**src/rtl/hazard_stall_sequencer_pkg.sv**
```systemverilog
// Shared types and constants for the hazard stall sequencer: opcodes, state
// encoding, the per-cycle pipeline control word and small decode helpers.
package hazard_stall_sequencer_pkg;

  typedef logic [6:0] opcode_t;
  typedef logic [4:0] reg_t;

  localparam opcode_t OPC_JR  = 7'b1100111;
  localparam opcode_t OPC_BEQ = 7'b1100011;
  localparam opcode_t OPC_BNE = 7'b1100001;

  localparam logic [1:0] ST_RUN = 2'd0;
  localparam logic [1:0] ST_JR  = 2'd1;
  localparam logic [1:0] ST_MDU = 2'd2;
  localparam logic [1:0] ST_MEM = 2'd3;

  typedef enum logic [1:0] {
    S_RUN = ST_RUN,
    S_JR  = ST_JR,
    S_MDU = ST_MDU,
    S_MEM = ST_MEM
  } state_t;

  typedef struct packed {
    logic pc_write;
    logic if_id_write;
    logic if_id_flush;
    logic id_ex_write;
    logic id_ex_flush;
    logic ex_mem_flush;
    logic ex_mem_write;
    logic mem_wb_write;
  } ctrl_t;

  localparam ctrl_t CTRL_RUN    = '{1'b1, 1'b1, 1'b0, 1'b1, 1'b0, 1'b0, 1'b1, 1'b1};
  localparam ctrl_t CTRL_FREEZE = '{1'b0, 1'b0, 1'b0, 1'b0, 1'b0, 1'b0, 1'b0, 1'b0};
  localparam ctrl_t CTRL_FLUSH  = '{1'b1, 1'b1, 1'b1, 1'b1, 1'b1, 1'b0, 1'b1, 1'b1};
  localparam ctrl_t CTRL_MDU    = '{1'b0, 1'b0, 1'b0, 1'b0, 1'b0, 1'b1, 1'b1, 1'b1};
  localparam ctrl_t CTRL_LU     = '{1'b0, 1'b0, 1'b0, 1'b1, 1'b1, 1'b0, 1'b1, 1'b1};
  localparam ctrl_t CTRL_JR     = '{1'b0, 1'b1, 1'b1, 1'b1, 1'b0, 1'b0, 1'b1, 1'b1};

  function automatic logic is_jr(input opcode_t opc);
    return opc == OPC_JR;
  endfunction

  function automatic logic is_branch(input opcode_t opc);
    return (opc == OPC_BEQ) || (opc == OPC_BNE);
  endfunction

  // x0 is never a real producer, so a load targeting it cannot create a hazard.
  function automatic logic load_use_hazard(input logic memread, input reg_t rd,
                                           input reg_t rs1, input reg_t rs2);
    return memread && (rd != 5'd0) && ((rs1 == rd) || (rs2 == rd));
  endfunction

  function automatic logic any_flush(input ctrl_t c);
    return c.if_id_flush | c.id_ex_flush | c.ex_mem_flush;
  endfunction

endpackage

```
**src/rtl/hazard_stall_sequencer_if.sv**
```systemverilog
// Hazard request / pipeline control bundle between the pipeline and the sequencer.
interface hazard_stall_sequencer_if
  import hazard_stall_sequencer_pkg::*;
#(
  parameter int CNT_W = 16
);
  logic             Wrong_prediction;
  opcode_t          if_id_opcode;
  reg_t             if_id_rs1;
  reg_t             if_id_rs2;
  logic             EX_memread;
  reg_t             id_ex_rd;
  logic             mem_req;
  logic             mem_ready;
  logic             mdu_start;
  logic             mdu_done;
  logic             PC_Write;
  logic             if_id_Write;
  logic             if_id_flush;
  logic             id_ex_Write;
  logic             id_ex_flush;
  logic             ex_mem_flush;
  logic             ex_mem_Write;
  logic             mem_wb_Write;
  logic [CNT_W-1:0] stall_cycles;
  logic [CNT_W-1:0] flush_cycles;
  logic             mem_timeout;

  modport master (
    output Wrong_prediction, if_id_opcode, if_id_rs1, if_id_rs2, EX_memread,
           id_ex_rd, mem_req, mem_ready, mdu_start, mdu_done,
    input  PC_Write, if_id_Write, if_id_flush, id_ex_Write, id_ex_flush,
           ex_mem_flush, ex_mem_Write, mem_wb_Write, stall_cycles,
           flush_cycles, mem_timeout
  );

  modport slave (
    input  Wrong_prediction, if_id_opcode, if_id_rs1, if_id_rs2, EX_memread,
           id_ex_rd, mem_req, mem_ready, mdu_start, mdu_done,
    output PC_Write, if_id_Write, if_id_flush, id_ex_Write, id_ex_flush,
           ex_mem_flush, ex_mem_Write, mem_wb_Write, stall_cycles,
           flush_cycles, mem_timeout
  );
endinterface

```
**src/rtl/hazard_stall_sequencer_sat_counter.sv**
```systemverilog
// Saturating up-counter used for the stall/flush profiling counts.
module sat_counter #(
  parameter int W = 16
) (
  input  logic         clk,
  input  logic         clr,
  input  logic         inc,
  output logic [W-1:0] count
);
  always_ff @(posedge clk) begin
    if (clr) begin
      count <= '0;
    end else if (inc && (count != '1)) begin
      count <= count + W'(1);
    end
  end
endmodule

```
**src/rtl/hazard_stall_sequencer.sv**
```systemverilog
// Registered stall/flush sequencer: arbitrates memory wait, mispredict, MDU,
// load-use and jr hazards and drives the pipeline register enables and flushes.
module hazard_stall_sequencer
  import hazard_stall_sequencer_pkg::*;
#(
  parameter int JR_BUBBLES  = 2,
  parameter int MEM_TIMEOUT = 255,
  parameter int CNT_W       = 16
) (
  input  logic                    clk,
  input  logic                    rst,
  hazard_stall_sequencer_if.slave bus
);
  localparam int              MEM_CNT_W = $clog2(MEM_TIMEOUT + 1);
  localparam logic [MEM_CNT_W-1:0] MEM_LAST = MEM_CNT_W'(MEM_TIMEOUT);
  localparam logic [2:0]      JR_LOAD   = 3'(JR_BUBBLES - 1);

  state_t               state, state_nxt;
  logic [2:0]           jr_cnt, jr_cnt_nxt;
  logic [MEM_CNT_W-1:0] mem_cnt, mem_cnt_nxt;
  logic                 pend_flush, pend_nxt;
  logic                 timeout_flag, timeout_nxt;
  ctrl_t                ctrl;
  logic                 mem_stall;
  logic                 load_use;
  logic [CNT_W-1:0]     stall_cnt;
  logic [CNT_W-1:0]     flush_cnt;

  assign mem_stall = bus.mem_req & ~bus.mem_ready;
  assign load_use  = load_use_hazard(bus.EX_memread, bus.id_ex_rd,
                                     bus.if_id_rs1, bus.if_id_rs2);

  always_ff @(posedge clk) begin
    if (!rst) begin
      state        <= S_RUN;
      jr_cnt       <= '0;
      mem_cnt      <= '0;
      pend_flush   <= 1'b0;
      timeout_flag <= 1'b0;
    end else begin
      state        <= state_nxt;
      jr_cnt       <= jr_cnt_nxt;
      mem_cnt      <= mem_cnt_nxt;
      pend_flush   <= pend_nxt;
      timeout_flag <= timeout_nxt;
    end
  end

  always_comb begin
    ctrl        = CTRL_RUN;
    state_nxt   = state;
    jr_cnt_nxt  = jr_cnt;
    mem_cnt_nxt = mem_cnt;
    pend_nxt    = pend_flush;
    timeout_nxt = timeout_flag;
    unique case (state)
      S_RUN, S_JR: begin
        if (mem_stall) begin
          ctrl        = CTRL_FREEZE;
          state_nxt   = S_MEM;
          mem_cnt_nxt = MEM_CNT_W'(1);
          pend_nxt    = pend_flush | bus.Wrong_prediction;
        end else if (bus.Wrong_prediction || pend_flush) begin
          ctrl      = CTRL_FLUSH;
          pend_nxt  = 1'b0;
          state_nxt = S_RUN;
        end else if (state == S_JR) begin
          ctrl       = CTRL_JR;
          jr_cnt_nxt = jr_cnt - 3'd1;
          if (jr_cnt == 3'd1) state_nxt = S_RUN;
        end else if (bus.mdu_start) begin
          ctrl = CTRL_MDU;
          if (!bus.mdu_done) state_nxt = S_MDU;
        end else if (load_use) begin
          ctrl = CTRL_LU;
        end else if (is_jr(bus.if_id_opcode)) begin
          ctrl       = CTRL_JR;
          jr_cnt_nxt = JR_LOAD;
          if (JR_LOAD != 3'd0) state_nxt = S_JR;
        end
      end
      // The exit cycle of a wait state is the first cycle the pipeline moves
      // again, so a mispredict held back during the wait is applied there.
      S_MDU: begin
        if (bus.mdu_done) begin
          ctrl      = (pend_flush || bus.Wrong_prediction) ? CTRL_FLUSH : CTRL_RUN;
          pend_nxt  = 1'b0;
          state_nxt = S_RUN;
        end else begin
          ctrl     = CTRL_MDU;
          pend_nxt = pend_flush | bus.Wrong_prediction;
        end
      end
      S_MEM: begin
        if (bus.mem_ready) begin
          ctrl      = (pend_flush || bus.Wrong_prediction) ? CTRL_FLUSH : CTRL_RUN;
          pend_nxt  = 1'b0;
          state_nxt = S_RUN;
        end else begin
          ctrl        = CTRL_FREEZE;
          pend_nxt    = pend_flush | bus.Wrong_prediction;
          mem_cnt_nxt = mem_cnt + MEM_CNT_W'(1);
          if (mem_cnt == MEM_LAST) begin
            state_nxt   = S_RUN;
            timeout_nxt = 1'b1;
          end
        end
      end
      default: state_nxt = S_RUN;
    endcase
  end

  sat_counter #(.W(CNT_W)) u_stall_cnt (
    .clk   (clk),
    .clr   (~rst),
    .inc   (~ctrl.pc_write),
    .count (stall_cnt)
  );

  sat_counter #(.W(CNT_W)) u_flush_cnt (
    .clk   (clk),
    .clr   (~rst),
    .inc   (any_flush(ctrl)),
    .count (flush_cnt)
  );

  assign bus.PC_Write     = ctrl.pc_write;
  assign bus.if_id_Write  = ctrl.if_id_write;
  assign bus.if_id_flush  = ctrl.if_id_flush;
  assign bus.id_ex_Write  = ctrl.id_ex_write;
  assign bus.id_ex_flush  = ctrl.id_ex_flush;
  assign bus.ex_mem_flush = ctrl.ex_mem_flush;
  assign bus.ex_mem_Write = ctrl.ex_mem_write;
  assign bus.mem_wb_Write = ctrl.mem_wb_write;
  assign bus.stall_cycles = stall_cnt;
  assign bus.flush_cycles = flush_cnt;
  assign bus.mem_timeout  = timeout_flag;

endmodule
```
**src/flat_wrapper.sv**
```systemverilog
// flat-port wrapper written by rule: the top's interface ports become plain ports
module hazard_stall_sequencer_flat import hazard_stall_sequencer_pkg::*;
#(
  parameter int JR_BUBBLES  = 2,
  parameter int MEM_TIMEOUT = 255,
  parameter int CNT_W       = 16
)
  (clk, rst, bus_Wrong_prediction, bus_if_id_opcode, bus_if_id_rs1, bus_if_id_rs2, bus_EX_memread, bus_id_ex_rd, bus_mem_req, bus_mem_ready, bus_mdu_start, bus_mdu_done, bus_PC_Write, bus_if_id_Write, bus_if_id_flush, bus_id_ex_Write, bus_id_ex_flush, bus_ex_mem_flush, bus_ex_mem_Write, bus_mem_wb_Write, bus_stall_cycles, bus_flush_cycles, bus_mem_timeout);
  hazard_stall_sequencer_if #(.CNT_W(CNT_W)) bus_i ();
  input  logic clk;
  input  logic rst;
  input wire logic [$bits(bus_i.Wrong_prediction)-1:0] bus_Wrong_prediction;
  input wire logic [$bits(bus_i.if_id_opcode)-1:0] bus_if_id_opcode;
  input wire logic [$bits(bus_i.if_id_rs1)-1:0] bus_if_id_rs1;
  input wire logic [$bits(bus_i.if_id_rs2)-1:0] bus_if_id_rs2;
  input wire logic [$bits(bus_i.EX_memread)-1:0] bus_EX_memread;
  input wire logic [$bits(bus_i.id_ex_rd)-1:0] bus_id_ex_rd;
  input wire logic [$bits(bus_i.mem_req)-1:0] bus_mem_req;
  input wire logic [$bits(bus_i.mem_ready)-1:0] bus_mem_ready;
  input wire logic [$bits(bus_i.mdu_start)-1:0] bus_mdu_start;
  input wire logic [$bits(bus_i.mdu_done)-1:0] bus_mdu_done;
  output wire logic [$bits(bus_i.PC_Write)-1:0] bus_PC_Write;
  output wire logic [$bits(bus_i.if_id_Write)-1:0] bus_if_id_Write;
  output wire logic [$bits(bus_i.if_id_flush)-1:0] bus_if_id_flush;
  output wire logic [$bits(bus_i.id_ex_Write)-1:0] bus_id_ex_Write;
  output wire logic [$bits(bus_i.id_ex_flush)-1:0] bus_id_ex_flush;
  output wire logic [$bits(bus_i.ex_mem_flush)-1:0] bus_ex_mem_flush;
  output wire logic [$bits(bus_i.ex_mem_Write)-1:0] bus_ex_mem_Write;
  output wire logic [$bits(bus_i.mem_wb_Write)-1:0] bus_mem_wb_Write;
  output wire logic [$bits(bus_i.stall_cycles)-1:0] bus_stall_cycles;
  output wire logic [$bits(bus_i.flush_cycles)-1:0] bus_flush_cycles;
  output wire logic [$bits(bus_i.mem_timeout)-1:0] bus_mem_timeout;
  assign bus_i.Wrong_prediction = bus_Wrong_prediction;
  assign bus_i.if_id_opcode = bus_if_id_opcode;
  assign bus_i.if_id_rs1 = bus_if_id_rs1;
  assign bus_i.if_id_rs2 = bus_if_id_rs2;
  assign bus_i.EX_memread = bus_EX_memread;
  assign bus_i.id_ex_rd = bus_id_ex_rd;
  assign bus_i.mem_req = bus_mem_req;
  assign bus_i.mem_ready = bus_mem_ready;
  assign bus_i.mdu_start = bus_mdu_start;
  assign bus_i.mdu_done = bus_mdu_done;
  assign bus_PC_Write = bus_i.PC_Write;
  assign bus_if_id_Write = bus_i.if_id_Write;
  assign bus_if_id_flush = bus_i.if_id_flush;
  assign bus_id_ex_Write = bus_i.id_ex_Write;
  assign bus_id_ex_flush = bus_i.id_ex_flush;
  assign bus_ex_mem_flush = bus_i.ex_mem_flush;
  assign bus_ex_mem_Write = bus_i.ex_mem_Write;
  assign bus_mem_wb_Write = bus_i.mem_wb_Write;
  assign bus_stall_cycles = bus_i.stall_cycles;
  assign bus_flush_cycles = bus_i.flush_cycles;
  assign bus_mem_timeout = bus_i.mem_timeout;
  hazard_stall_sequencer #(.JR_BUBBLES(JR_BUBBLES), .MEM_TIMEOUT(MEM_TIMEOUT), .CNT_W(CNT_W)) u_core (.clk(clk), .rst(rst), .bus(bus_i));
endmodule
```
**config.mk**
```make
export PLATFORM = sky130hd
export DESIGN_NAME = hazard_stall_sequencer_flat
export DESIGN_NICKNAME = d
export VERILOG_FILES = /design/src/rtl/hazard_stall_sequencer_pkg.sv /design/src/rtl/hazard_stall_sequencer_if.sv /design/src/rtl/hazard_stall_sequencer_sat_counter.sv /design/src/rtl/hazard_stall_sequencer.sv /design/src/flat_wrapper.sv
export SDC_FILE = /design/constraint.sdc
export NUM_CORES = 1
export LEC_CHECK = 0
export BUFFER_PORTS_ARGS = -buffer_cell sky130_fd_sc_hd__buf_2
export CAP_MARGIN = 5
export CORE_AREA = 2 2 72 74
export CTS_BUF_LIST = sky130_fd_sc_hd__clkbuf_8
export CTS_CLUSTER_DIAMETER = 60
export DETAILED_ROUTE_END_ITERATION = 7
export DIE_AREA = 0 0 74 76
export GPL_TIMING_DRIVEN = 1
export MAX_ROUTING_LAYER = met4
export PLACE_DENSITY = 0.84
export SLEW_MARGIN = 30
export SYNTH_ARGS = -nofsm -noshare
export SYNTH_HDL_FRONTEND = slang
export SYNTH_SLANG_ARGS = --single-unit
```
**constraint.sdc**
```tcl
create_clock -name clk -period 4.7 [get_ports clk]
set_input_delay 0.235 -clock clk [delete_from_list [all_inputs] [get_ports clk]]
set_output_delay 0.235 -clock clk [all_outputs]
set_load 0.02 [all_outputs]
```
Word-level counts from Yosys, hierarchy flattened
Cells that the tools add are included.
{"block": "word_totals", "in_bits": 30, "word_cells": 89, "register_bits": 47, "out_inout_bits": 41}
{"block": "classes", "n_addsub": 4, "muxes": 34, "reduce_logical": 15, "eq_ne": 21, "bitwise_logic": 8}
{"operator": "2-to-1 mux 8 bit", "count": 10}
{"operator": "adder 16 x 1 -> 16 bit, second input constant", "count": 2}
{"operator": "inequality test 16 bit, second input constant", "count": 2}
{"operator": "one-hot mux 8 bit (3 select lines)", "count": 1}
{"operator": "2-to-1 mux 2 bit", "count": 11}
{"operator": "one-hot mux 8 bit (2 select lines)", "count": 1}
{"operator": "2-to-1 mux 3 bit", "count": 4}
{"operator": "AND reduction 6 bit", "count": 2}
{"operator": "== test 5 bit", "count": 2}
{"operator": "adder 8 x 1 -> 8 bit, second input constant", "count": 1}
{"operator": "== test 8 bit, second input constant", "count": 1}
{"operator": "== test 7 bit, second input constant", "count": 1}
{"operator": "2-to-1 mux 6 bit", "count": 1}
{"operator": "inequality test 2 bit, second input constant", "count": 3}
{"operator": "inequality test 6 x 2 -> 1 bit, second input constant", "count": 1}
{"operator": "inequality test 6 x 3 -> 1 bit, second input constant", "count": 1}
{"operator": "inequality test 6 x 5 -> 1 bit, second input constant", "count": 1}
{"operator": "one-hot mux 2 bit (3 select lines)", "count": 1}
{"operator": "AND reduction 3 bit", "count": 2}
{"operator": "inequality test 5 x 3 -> 1 bit, second input constant", "count": 1}
{"operator": "nonzero test 5 bit", "count": 1}
{"operator": "== test 2 bit, second input constant", "count": 2}
{"operator": "logical AND 1 bit", "count": 4}
{"operator": "2-to-1 mux 1 bit", "count": 4}
{"operator": "other kinds (14)", "count": 22}

Longest topological paths before layout
{"block": "depth", "ltp_word": 12, "mapped_depth": 9, "mapped_depth_nobuf": 8}

By module
Synthesis repeated with hierarchy kept, for this count alone.
{"block": "hier_totals", "hier_cells": 346, "area_unflattened_um2": 2856.5}
{"module": "sat_counter", "cells_each": 99, "area_each_um2": 848.3, "seq_area_each_um2": 320.3, "instances": 2}
{"module": "hazard_stall_sequencer", "cells_each": 148, "area_each_um2": 1159.9, "seq_area_each_um2": 300.3, "instances": 1}

Worst setup path before layout
OpenSTA, ideal clock, no wires.
{"block": "synth_path", "path_kind": "flip-flop to flip-flop", "from": "register u_core.u_stall_cnt.count[0]", "to": "register u_core.u_stall_cnt.count[3]", "required_time_ns": 4.585, "synth_period_minus_slack_ns": 1.985, "arrival_time_ns": 1.871, "path_stages_with_launch": 10, "setup_time_ns": 0.115, "path_slack_ns": 2.715, "n_path_buf": 1, "cell_sequence": "dfxtp_1 ha_1 nand2_1 nor3_1 nand4_1 and2_1 buf_4 nand3_1 xnor2_1 and2_1"}
{"block": "synth_via", "elab_chain_cells": 2, "elab_cells_between_ends": 3, "cone_classes": "add/sub (1); eq/ne (1); reduce/logical (1)"}
{"element": "start: declaration", "line_no": "hazard_stall_sequencer_sat_counter.sv:8", "rtl": "output logic [W-1:0] count"}
{"element": "start signal: assignment", "line_no": "hazard_stall_sequencer_sat_counter.sv:14", "rtl": "count <= count + W'(1);"}
{"element": "branches (longest 2 deep; another with adder 16 x 1 -> 16 bit)"}
Parallel ways; which one is timed is not known.
A chain may end at the register's enable or synchronous reset.

Worst setup path in the final report
{"block": "layout_path", "from": "register u_core.state[0]", "to": "register u_core.u_stall_cnt.count[6]"}
{"block": "layout_via", "elab_chain_cells": 7, "elab_cells_between_ends": 11, "cone_classes": "eq/ne (3); mux (4); bitwise (1); reduce/logical (3)"}
{"element": "start: declaration", "line_no": "hazard_stall_sequencer.sv:18", "rtl": "state_t state, state_nxt;"}
{"element": "start signal: assignment", "line_no": "hazard_stall_sequencer.sv:41", "rtl": "state <= state_nxt;"}
{"element": "== test 2 x 1 -> 1 bit", "line_no": "hazard_stall_sequencer.sv:56, hazard_stall_sequencer.sv:67"}
{"element": "2-to-1 mux 8 bit", "line_no": "hazard_stall_sequencer.sv:67", "rtl": "end else if (state == S_JR) begin"}
{"element": "2-to-1 mux 8 bit", "line_no": "hazard_stall_sequencer.sv:63", "rtl": "end else if (bus.Wrong_prediction || pend_flush) begin"}
{"element": "2-to-1 mux 8 bit", "line_no": "hazard_stall_sequencer.sv:58", "rtl": "if (mem_stall) begin"}
{"element": "one-hot mux 8 bit (3 select lines) (*)", "line_no": "hazard_stall_sequencer.sv:56", "rtl": "unique case (state)"}
{"element": "NOT 1 bit (*)", "line_no": "hazard_stall_sequencer.sv:116", "rtl": ".inc (~ctrl.pc_write),"}
{"element": "logical AND 1 bit (*)", "line_no": "hazard_stall_sequencer_sat_counter.sv:13", "rtl": "end else if (inc && (count != '1)) begin"}
Every way passes the cells marked *; elsewhere a longest branch is shown, timed or not.

==> run_results.csv <==
group,metric,value,unit
clock_tree,root_buffer,"clkbuf_8",
global_route,grt_max_degree,34,
pwr,power_density,281,nW/um^2
clock_tree,cts_sinks,47,
sta,slew_headroom,0.508,
synthesis,synthTopCellsByArea,"dfxtp_1 34%, xnor2_1 5.4%, nand2_1 5.0%",
synthesis,netlist_instances,341,
critical_path,crit_required,4.93,ns
route,drtIter0Drc,137,
sta,fin_skew,0.00557,ns
die,io_pins,71,
die,rows,26,
global_route,antenna_found_initial,0,
critical_path,cp-start-kind,"flop",
die,initial_core_util,0.566,
synthesis,netlist-cell-type-count,55,
synthesis,yosys_warnings,0,
pwr,p_leak,1.38,nW
route,first_pass_iters,4,
global_route,grt_use_total,0.239,
finish,antenna_cells,0,
die,fp.dieH,76,um
clock_tree,cts_buffer_depth,2,
route,wl,6200,um
critical_path,worstPathArrival,2.70,ns
die,die_w,74,um
pwr,fin_total_pwr,910,uW
clock_tree,htree_levels,2,
sta,period_needed,2.48,ns
status,status,"complete, no violations",
route,vias,2707,
run,cap_violations,0,
synthesis,syn_area,2780,um^2
critical_path,critPathCaptureType,"flop",
sta,min_period_over_period,0.527,
clock_tree,cts-resized-gates,0,
pwr,vdd_drop_max,0.000188,V
finish,drive_gt1_frac,0.233,
synthesis,ys.flop_type,"dfxtp_1",
synthesis,ys_async_sr_fraction,0,
synthesis,ys_seq_elements,47,
route,via_per_inst,5.68,
clock_tree,cts_tree,"yes",
synthesis,syn-num-nets,376,
placement,dp_hpwl,4620,um
sta,maxSlewViolCount,0,
placement,gp_congestion,0.839,
synthesis,synth-edff-count,0,
sta,tightest_slew,0.738,ns
synthesis,post_synth.cell_area_avg,8.15,um^2
sta,rsz0062_at_grt,"false",
finish,nNetsFinal,441,
clock_tree,postCtsHoldBufs,0,
sta,max_freq,404,MHz
global_route,grt_overflow,0,
sta,hold_viol,0,
sta,setup_viol,0,
critical_path,crit_fanout,17,
route,antenna_left,0,
sta,tns,0,ns
die,dieArea,5620,um^2
synthesis,synth_top_cell_area_share,0.338,
finish,area_delta_synth_final,16.3,%
route,post_drt_wl_per_cell,13.0,um
clock_tree,cts_buffers,5,
synthesis,synth_area_leader_cell,"dfxtp_1",
clock_tree,clk_pin_slew_worst_paths,0.09,ns
clock_tree,cts_setup_buffers,0,
min_path,hold_class,"input port to flop",
critical_path,path_class,"flop to flop",
synthesis,ys_seq_area_frac,0.338,
clock_tree,clk_latency,0.30,ns
placement,portBuffers,70,
die,core,4910,um^2
global_route,grt_pass1_wl,10900,um
global_route,grt_pass1_vias,2591,
route,drcViolationCount,0,
worst max-delay path: stages (launching register included):
cell and delay (ns):
dfxtp_1 0.68, mux2i_1 0.28, or2b_2 0.18, a21boi_2 0.21, and2_1 0.34, nand2_4 0.14
or4_1 0.42, a21oi_1 0.15
path summary, 6_finish.rpt:
check	cells past startpoint	slack (ns)	from	end
hold / removal	4	0.35	bus_mem_ready	u_core.bus.mem_timeout
setup reg to reg	7	2.22	u_core.state[0]	u_core.u_stall_cnt.count[6]
hold reg to reg	2	0.48	u_core.bus.mem_timeout	u_core.bus.mem_timeout
setup / recovery	7	2.22	u_core.state[0]	u_core.u_stall_cnt.count[6]
synth_stat cells (4+ instances only):
| cell | count |
|---|---|
| and4_1 | 4 |
| xnor2_1 | 17 |
| ha_1 | 5 |
| nand4_1 | 10 |
| o31ai_1 | 4 |
| nand3_1 | 22 |
| inv_1 | 10 |
| xor2_1 | 8 |
| clkbuf_1 | 7 |
| and2_1 | 7 |
| dfxtp_1 | 47 |
| nor3_1 | 6 |
| or3_1 | 6 |
| o21a_1 | 4 |
| nor2_1 | 31 |
| mux2i_1 | 10 |
| o21ai_0 | 12 |
| nand2b_1 | 11 |
| and3_1 | 14 |
| nand2_1 | 37 |
| a21oi_1 | 18 |
| nand4b_1 | 4 |
placed cells by master (no fill, tap or decap), types with 6 or more instances in the layout:
cell,n
and2_1,7
or3_1,6
inv_1,11
dfxtp_1,47
xor2_1,8
xnor2_1,17
a21oi_1,18
nand3_1,22
mux2i_1,10
nand2b_1,11
nand2_1,37
and3_1,14
nor3_1,6
o21ai_0,12
buf_2,70
nand4_1,10
nor2_1,31
routing by layer:
layer	vias to the layer above	part of all wire	global-route usage	routed length [um]
li1	1343	-	-	-
met1	1289	0.44	0.287	2720
met2	71	0.51	0.408	3150
met3	4	0.047	0.0384	291
met4	0	0.0061	0.0636	38
met5	-	0	-	0
final cells by class:
| type | instances | area, um^2 |
|---|---|---|
| Clock buffer | 5 | 68.8 |
| Clock inverter | 3 | 16.3 |
| Fill cell | 442 | 1680 |
| Inverter | 10 | 37.5 |
| Multi-Input combinational cell | 272 | 1730 |
| Sequential cell | 47 | 941 |
| Tap cell | 70 | 87.6 |
| Timing Repair Buffer | 70 | 350 |
sequential cells by signal, summed over array words and instances, names as in the netlist:
| signal | count |
|---|---|
| u_core.u_flush_cnt.count | 16 |
| u_core.u_stall_cnt.count | 16 |
| u_core.mem_cnt | 8 |
| u_core.jr_cnt | 3 |
| u_core.state | 2 |
| u_core.bus.mem_timeout | 1 |
| u_core.pend_flush | 1 |
power by group:
group	total, mW	switching [mW]	internal, mW	leakage (nW)
clock network	0.242	0.140	0.102	0.0453
logic	0.228	0.141	0.0862	0.952
registers	0.441	0.0262	0.414	0.380
total	0.910	0.307	0.603	1.38
cell families after synthesis:
kind of cell / count (synthesis) / synth area share
xor gates and xnor gates: 25 / 0.0788
muxes: 10 / 0.0360
and+or+nand+nor: 166 / 0.314
DFF: 47 / 0.338
AOI/OAI and AO/OA: 66 / 0.172
adders and majority gates: 5 / 0.0225
buffers and inverters: 22 / 0.0383
through the flow:
step / instance area, um^2 / utilization / setup WS [ns] / cells / hold WS (ns)
3_5_place_dp: 3150 / 0.641 / 2.26 / 469 / 0.467
3_3_place_gp: 3150 / 0.641 / 2.34 / 469 / 0.451
4_1_cts: 3230 / 0.658 / 2.24 / 477 / 0.342
5_1_grt: 3230 / 0.658 / 2.05 / 477 / 0.397
2_1_floorplan: 2780 / - / 2.71 / 341 / 0.387
6_report: 3230 / 0.658 / 2.22 / 477 / 0.347
Power figures use the tool's default switching activity.
